`src/rtl/bch15_7_serial_decoder_if.sv`:
```
// rtl/bch15_7_serial_decoder_if.sv - serial codeword in / corrected message out handshake bundle
interface bch15_7_serial_decoder_if;
  logic       in_valid;
  logic       in_bit;
  logic       in_ready;
  logic       out_valid;
  logic       out_ready;
  logic [6:0] out_msg;
  logic [1:0] out_status;

  modport master (
    output in_valid, in_bit, out_ready,
    input  in_ready, out_valid, out_msg, out_status
  );

  modport slave (
    input  in_valid, in_bit, out_ready,
    output in_ready, out_valid, out_msg, out_status
  );
endinterface

```
`src/rtl/bch15_7_serial_decoder.sv`:
```
// rtl/bch15_7_serial_decoder.sv - bit-serial BCH(15,7,2) decoder: syndromes, locator, Chien search
// Optional BCH_SYND_BYPASS_EN: zero-syndrome codewords skip the Chien search.
module bch15_7_serial_decoder #(
  parameter bit MSB_FIRST = 1'b1
) (
  input  logic                    clk,
  input  logic                    rst,
  bch15_7_serial_decoder_if.slave bus
);

  typedef enum logic [1:0] {RECV, LOCATE, CHIEN, DONE} state_t;

  function automatic logic [3:0] gf_mul(input logic [3:0] a, input logic [3:0] b);
    logic [3:0] p;
    logic [3:0] sh;
    p  = 4'h0;
    sh = a;
    for (int i = 0; i < 4; i++) begin
      if (b[i]) p = p ^ sh;
      sh = {sh[2:0], 1'b0} ^ {2'b00, sh[3], sh[3]};
    end
    return p;
  endfunction

  function automatic logic [3:0] gf_exp(input logic [3:0] e);
    logic [3:0] v;
    case (e)
      4'd0:    v = 4'h1;
      4'd1:    v = 4'h2;
      4'd2:    v = 4'h4;
      4'd3:    v = 4'h8;
      4'd4:    v = 4'h3;
      4'd5:    v = 4'h6;
      4'd6:    v = 4'hC;
      4'd7:    v = 4'hB;
      4'd8:    v = 4'h5;
      4'd9:    v = 4'hA;
      4'd10:   v = 4'h7;
      4'd11:   v = 4'hE;
      4'd12:   v = 4'hF;
      4'd13:   v = 4'hD;
      4'd14:   v = 4'h9;
      default: v = 4'h1;
    endcase
    return v;
  endfunction

  function automatic logic [3:0] gf_log(input logic [3:0] a);
    logic [3:0] v;
    case (a)
      4'h1:    v = 4'd0;
      4'h2:    v = 4'd1;
      4'h4:    v = 4'd2;
      4'h8:    v = 4'd3;
      4'h3:    v = 4'd4;
      4'h6:    v = 4'd5;
      4'hC:    v = 4'd6;
      4'hB:    v = 4'd7;
      4'h5:    v = 4'd8;
      4'hA:    v = 4'd9;
      4'h7:    v = 4'd10;
      4'hE:    v = 4'd11;
      4'hF:    v = 4'd12;
      4'hD:    v = 4'd13;
      4'h9:    v = 4'd14;
      default: v = 4'd0;
    endcase
    return v;
  endfunction

  state_t      state_q, state_d;
  logic [3:0]  cnt_q, cnt_d;
  logic [14:0] rx_q, rx_d;
  logic [3:0]  j_q, j_d;
  logic [1:0]  roots_q, roots_d;
  logic [6:0]  flip_q, flip_d;
  logic [3:0]  sigma2_q, sigma2_d;
  logic [3:0]  term1_q, term1_d;
  logic [3:0]  term2_q, term2_d;
  logic        s1_zero_q, s1_zero_d;
  logic        s3_zero_q, s3_zero_d;
  logic        in_ready_q, in_ready_d;
  logic        out_valid_q, out_valid_d;
  logic [6:0]  out_msg_q, out_msg_d;
  logic [1:0]  out_status_q, out_status_d;

  logic [3:0]  pos;
  logic [3:0]  s1, s3, num, sig2;
  logic [4:0]  e_diff;

  assign pos = MSB_FIRST ? (4'd14 - cnt_q) : cnt_q;

  // Syndromes and sigma2 = (S3 + S1^3) / S1, evaluated from the full received word.
  always_comb begin
    s1 = 4'h0;
    s3 = 4'h0;
    for (int i = 0; i < 15; i++) begin
      if (rx_q[i]) begin
        s1 = s1 ^ gf_exp(4'(i));
        s3 = s3 ^ gf_exp(4'((3 * i) % 15));
      end
    end
    num    = s3 ^ gf_mul(s1, gf_mul(s1, s1));
    e_diff = {1'b0, gf_log(num)} + 5'd15 - {1'b0, gf_log(s1)};
    if (e_diff >= 5'd15) e_diff = e_diff - 5'd15;
    sig2   = (s1 == 4'h0 || num == 4'h0) ? 4'h0 : gf_exp(e_diff[3:0]);
  end

  always_comb begin
    state_d      = state_q;
    cnt_d        = cnt_q;
    rx_d         = rx_q;
    j_d          = j_q;
    roots_d      = roots_q;
    flip_d       = flip_q;
    sigma2_d     = sigma2_q;
    term1_d      = term1_q;
    term2_d      = term2_q;
    s1_zero_d    = s1_zero_q;
    s3_zero_d    = s3_zero_q;
    in_ready_d   = in_ready_q;
    out_valid_d  = out_valid_q;
    out_msg_d    = out_msg_q;
    out_status_d = out_status_q;
    case (state_q)
      RECV: begin
        in_ready_d = 1'b1;
        if (bus.in_valid && in_ready_q) begin
          rx_d[pos] = bus.in_bit;
          if (cnt_q == 4'd14) begin
            cnt_d      = 4'd0;
            state_d    = LOCATE;
            in_ready_d = 1'b0;
          end else begin
            cnt_d = cnt_q + 4'd1;
          end
        end
      end
      LOCATE: begin
        // Chien terms start at alpha^-14 = alpha^1 and step by alpha / alpha^2 per cycle.
        sigma2_d  = sig2;
        term1_d   = gf_mul(s1, 4'h2);
        term2_d   = gf_mul(sig2, 4'h4);
        s1_zero_d = (s1 == 4'h0);
        s3_zero_d = (s3 == 4'h0);
        roots_d   = 2'd0;
        flip_d    = 7'h00;
        j_d       = 4'd14;
        state_d   = CHIEN;
`ifdef BCH_SYND_BYPASS_EN
        if (s1 == 4'h0 && s3 == 4'h0) state_d = DONE;
`endif
      end
      CHIEN: begin
        if ((4'h1 ^ term1_q ^ term2_q) == 4'h0) begin
          if (roots_q != 2'd3) roots_d = roots_q + 2'd1;
          if (j_q[3]) flip_d[j_q[2:0]] = 1'b1;
        end
        term1_d = gf_mul(term1_q, 4'h2);
        term2_d = gf_mul(term2_q, 4'h4);
        if (j_q == 4'd0) state_d = DONE;
        else             j_d     = j_q - 4'd1;
      end
      DONE: begin
        if (!out_valid_q) begin
          out_valid_d  = 1'b1;
          out_msg_d    = rx_q[14:8];
          out_status_d = 2'd3;
          if (s1_zero_q) begin
            out_status_d = s3_zero_q ? 2'd0 : 2'd3;
          end else if (sigma2_q == 4'h0 && roots_q == 2'd1) begin
            out_status_d = 2'd1;
            out_msg_d    = rx_q[14:8] ^ flip_q;
          end else if (sigma2_q != 4'h0 && roots_q == 2'd2) begin
            out_status_d = 2'd2;
            out_msg_d    = rx_q[14:8] ^ flip_q;
          end
        end else if (bus.out_ready) begin
          out_valid_d = 1'b0;
          in_ready_d  = 1'b1;
          state_d     = RECV;
        end
      end
      default: state_d = RECV;
    endcase
  end

  always_ff @(posedge clk or posedge rst) begin
    if (rst) begin
      state_q      <= RECV;
      cnt_q        <= 4'd0;
      rx_q         <= 15'h0000;
      j_q          <= 4'd0;
      roots_q      <= 2'd0;
      flip_q       <= 7'h00;
      sigma2_q     <= 4'h0;
      term1_q      <= 4'h0;
      term2_q      <= 4'h0;
      s1_zero_q    <= 1'b0;
      s3_zero_q    <= 1'b0;
      in_ready_q   <= 1'b0;
      out_valid_q  <= 1'b0;
      out_msg_q    <= 7'h00;
      out_status_q <= 2'd0;
    end else begin
      state_q      <= state_d;
      cnt_q        <= cnt_d;
      rx_q         <= rx_d;
      j_q          <= j_d;
      roots_q      <= roots_d;
      flip_q       <= flip_d;
      sigma2_q     <= sigma2_d;
      term1_q      <= term1_d;
      term2_q      <= term2_d;
      s1_zero_q    <= s1_zero_d;
      s3_zero_q    <= s3_zero_d;
      in_ready_q   <= in_ready_d;
      out_valid_q  <= out_valid_d;
      out_msg_q    <= out_msg_d;
      out_status_q <= out_status_d;
    end
  end

  assign bus.in_ready   = in_ready_q;
  assign bus.out_valid  = out_valid_q;
  assign bus.out_msg    = out_msg_q;
  assign bus.out_status = out_status_q;

endmodule

```
`src/flat_wrapper.sv`:
```
// flat-port wrapper written by rule: the top's interface ports become plain ports
module bch15_7_serial_decoder_flat 
#(
  parameter bit MSB_FIRST = 1'b1
)
  (clk, rst, bus_in_valid, bus_in_bit, bus_out_ready, bus_in_ready, bus_out_valid, bus_out_msg, bus_out_status);
  bch15_7_serial_decoder_if bus_i ();
  input  logic clk;
  input  logic rst;
  input wire logic [$bits(bus_i.in_valid)-1:0] bus_in_valid;
  input wire logic [$bits(bus_i.in_bit)-1:0] bus_in_bit;
  input wire logic [$bits(bus_i.out_ready)-1:0] bus_out_ready;
  output wire logic [$bits(bus_i.in_ready)-1:0] bus_in_ready;
  output wire logic [$bits(bus_i.out_valid)-1:0] bus_out_valid;
  output wire logic [$bits(bus_i.out_msg)-1:0] bus_out_msg;
  output wire logic [$bits(bus_i.out_status)-1:0] bus_out_status;
  assign bus_i.in_valid = bus_in_valid;
  assign bus_i.in_bit = bus_in_bit;
  assign bus_i.out_ready = bus_out_ready;
  assign bus_in_ready = bus_i.in_ready;
  assign bus_out_valid = bus_i.out_valid;
  assign bus_out_msg = bus_i.out_msg;
  assign bus_out_status = bus_i.out_status;
  bch15_7_serial_decoder #(.MSB_FIRST(MSB_FIRST)) u_core (.clk(clk), .rst(rst), .bus(bus_i));
endmodule
```
`config.mk`:
```
export PLATFORM = sky130hd
export DESIGN_NAME = bch15_7_serial_decoder_flat
export DESIGN_NICKNAME = d
export VERILOG_FILES = /design/src/rtl/bch15_7_serial_decoder_if.sv /design/src/rtl/bch15_7_serial_decoder.sv /design/src/flat_wrapper.sv
export SDC_FILE = /design/constraint.sdc
export NUM_CORES = 1
export LEC_CHECK = 0
export ABC_AREA = 0
export BUFFER_PORTS_ARGS = -buffer_cell sky130_fd_sc_hd__buf_2
export CAP_MARGIN = 20
export CELL_PAD_IN_SITES_DETAIL_PLACEMENT = 1
export CELL_PAD_IN_SITES_GLOBAL_PLACEMENT = 2
export CORE_MARGIN = 1.5
export CORE_UTILIZATION = 37
export CTS_BUF_LIST = sky130_fd_sc_hd__clkbuf_2 sky130_fd_sc_hd__clkbuf_4 sky130_fd_sc_hd__clkbuf_8
export DETAILED_ROUTE_END_ITERATION = 16
export GPL_TIMING_DRIVEN = 0
export PLACE_DENSITY_LB_ADDON = 0.1
export SYNTH_ARGS = -nofsm -noshare
export SYNTH_HDL_FRONTEND = slang
export SYNTH_SLANG_ARGS = --single-unit
```
`constraint.sdc`:
```
create_clock -name clk -period 7.2 [get_ports clk]
set_clock_uncertainty 0.05 [all_clocks]
set_input_delay 1.8 -clock clk [delete_from_list [all_inputs] [get_ports clk]]
set_output_delay 1.8 -clock clk [all_outputs]
set_load 0.05 [all_outputs]
```
==> qor.txt <==
Status -> finished, final reports clean
Layout cells sized above 1 -> 22.1%
CP endpoint kind -> flop
First-pass GRT wire length -> 21,800 µm
Largest net degree at the start of global routing -> 41
CTS clk-pin slew, worst paths -> 0.07 ns
Syn Inst Count -> 557
Crit start category -> flop
Clock buffer depth -> 2
Sequential share of the synthesized area -> 30.2%
Clock sink count -> 59
Xor/xnor share of the synthesized area -> 16.5%
Most common cell after layout, fill and taps aside -> nand2_1
Achievable frequency -> 0.145 GHz
Max Cap Viol -> 0
Initial antenna violation count -> 0
R2R Setup Slk -> 0.30 ns
Layout area overhead -> 16.9%
Post-Route WL -> 12,800 µm
Remaining DRCs -> 0
Main combinational cell family by area after synthesis -> compound AO/OA/AOI/OAI gates
Slew Limit Fails -> 0
# IOs -> 16
Via density -> 5.24
Worst-skew pair later-pin latency -> 0.35 ns
Hold Crit Class -> flop to flop
Critical Path Max Stage Delay -> 0.46 ns
Worst slew margin -> 52.3%
Worst Reg-to-Reg Cells -> 28
Slowest CP cell -> fa_2
Htree depth -> 3
Slew @ Worst Pin -> 0.708 ns
Place WS -> -1.50 ns
Clock root cell -> clkbuf_8
Via Count -> 4,069
CTS Buf Count -> 9
First-pass detailed-route iteration total -> 4
Syn nets -> 587
WS Path Type -> flop to flop
Yosys Warn Count -> 0
Register bit count reported by yosys -> 59
Area of the mapped netlist -> 4890 µm²
Post-route ant nets -> 0
Final setup vio count -> 0
Buffers added on ports -> 15
Final instance area -> 5720 µm²
Number of synthesized flops with an enable pin -> 0
Final worst slack -> 0.299 ns
Die Footprint -> 13,900 µm²
Synth cell types -> 67
Post-synthesis simple-gate area fraction -> 16.6%
Worst reg2reg startpoint -> u_core.rx_q[14]
Worst path arrival time -> 7.07 ns
Drt wl/cell -> 16.5 µm
Critical Path RT -> 7.36 ns
Setup TNS -> 0 ns
Vias in the first global route -> 4,361
Reg-to-reg endpoint -> u_core.term2_q[1]
Hold depth -> 2
Min cycle time layout -> 6.90 ns
Hold path start -> u_core.bus.out_msg[4]
Row count -> 41
Post-synthesis mux area share -> 6.89%
Initial Utilization -> 38.3%
Most frequent cells in the layout -> nand2_1, dfrtp_1, o21ai_0
Nets -> 630
Crit share post-route -> 95.9%
CP Max Fanout -> 10
Ant. Diodes -> 0
Placed Cells incl. Taps -> 745
Ys async rst share -> 100%
Cell repeated most along the worst path -> ha_1
Die width -> 118 µm
Post-DP HPWL -> 9690 µm
WHS Endpoint -> u_core.bus.out_msg[4]
GRT Overall Usage -> 19.3%
Top FF cell, synth -> dfrtp_1
1st-iter DRT viols -> 133
Routability cong. -> 0.762
Placed instance area -> 5200 µm²
Post-Synth Adder-Cell Area -> 6.55%
Die span in y -> 118 µm
Core box area -> 12,800 µm²
CTS tree -> built
Grt ovf -> 0
Final std cells w/o fill -> 777
Hold Violations, Final -> 0
Synth Area in Compound Gates -> 18.1%
Synthesized area per cell -> 8.78 µm²
## worst max path at each step
stage,start,to,slack [ns],depth (start not counted)
detailed placement,u_core.rx_q[12],u_core.term2_q[1],-1.50,29
global route,u_core.rx_q[14],u_core.term2_q[1],-0.04,27
global placement,u_core.rx_q[12],u_core.term2_q[1],-1.29,29
floorplan,u_core.rx_q[14],u_core.term2_q[1],0.21,27
CTS,u_core.rx_q[9],u_core.term2_q[1],0.002,31
finish,u_core.rx_q[14],u_core.term2_q[1],0.30,28
## synthesized netlist by cell type (4+ instances only)
cell | n | area share, %
nand3_1 | 14 | 1.4
buf_2 | 10 | 1.0
nand2_1 | 82 | 6.3
a21oi_1 | 23 | 2.4
a21o_1 | 4 | 0.61
mux2_2 | 21 | 4.8
xnor2_1 | 31 | 5.6
nand4_1 | 5 | 0.64
dfrtp_1 | 59 | 30
ha_1 | 24 | 6.1
and2_1 | 4 | 0.51
inv_1 | 26 | 2.0
nor3_1 | 8 | 0.82
xnor3_1 | 5 | 2.3
nand2b_1 | 8 | 1.0
nor2b_1 | 4 | 0.51
clkbuf_1 | 18 | 1.4
xor2_1 | 19 | 3.4
and3_1 | 4 | 0.51
o21ai_0 | 46 | 4.7
nor2_1 | 34 | 2.6
xor3_1 | 4 | 1.9
mux2i_1 | 10 | 2.0
o21a_1 | 8 | 1.2
a31oi_1 | 6 | 0.77
o211ai_1 | 13 | 2.0
## sequential cells by signal (all words and copies together) (netlist names)
register / flops
u_core.state_q: 2
u_core.bus.out_status: 2
u_core.cnt_q: 4
u_core.flip_q: 7
u_core.bus.out_valid: 1
u_core.s1_zero_q: 1
u_core.term2_q: 4
u_core.bus.out_msg: 7
u_core.roots_q: 2
u_core.sigma2_q: 4
u_core.rx_q: 15
u_core.bus.in_ready: 1
u_core.j_q: 4
u_core.s3_zero_q: 1
u_core.term1_q: 4
## critical path, delay by kind of cell, from the launching register on
kind                       cells  cell delay, ns
adders and majority gates      6            1.60
xor gates and xnor gates       3            1.12
DFF                            1            0.43
AOI/OAI and AO/OA             10            2.02
and+or+nand+nor                5            1.11
buffers and inverters          4            0.41
## per-layer routing
layer | track usage (%) | part of all wire (%) | up-vias
li1 | - | - | 2024
met1 | 23.9 | 47 | 1997
met2 | 34.8 | 50 | 37
met3 | 2.66 | 1.6 | 11
met4 | 5.72 | 1.2 | 0
met5 | 0 | 0 | -
## kinds of logic (layout without fill, tap and decap cells)
group | after synthesis | count (layout)
fa+ha+maj | 25 | 25
flops | 59 | 59
simple gates | 177 | 177
buf+inv | 61 | 109
mux | 31 | 31
compound gates | 137 | 137
xor+xnor | 67 | 67
## cell type report
cell class | instances | area (µm²)
inverter | 30 | 113
sequential | 59 | 1480
multi-input combinational | 437 | 3330
tap | 172 | 215
buffer | 26 | 155
fill | 1538 | 7060
timing repair buffer | 37 | 253
clock inverter | 5 | 28.8
clock buffer | 11 | 145
## stage by stage
| stage | hold WS, ns | utilization (%) |
|---|---|---|
| after floorplan | 0.396 | - |
| after global placement | 0.410 | 40.5 |
| after detailed placement | 0.417 | 40.7 |
| after CTS | 0.433 | 43.1 |
| after global routing | 0.470 | 44.8 |
| final | 0.427 | 44.8 |
## what timing repair did
item,4_1_cts,5_1_grt
buffers inserted,3,18
pin swaps,6,9
gates resized for setup,34,18
setup endpoints to repair,8,7
hold buffers,0,0
Power is not shown: default switching activity piles up to over one toggle a cycle in this logic, so the estimate is an artifact.
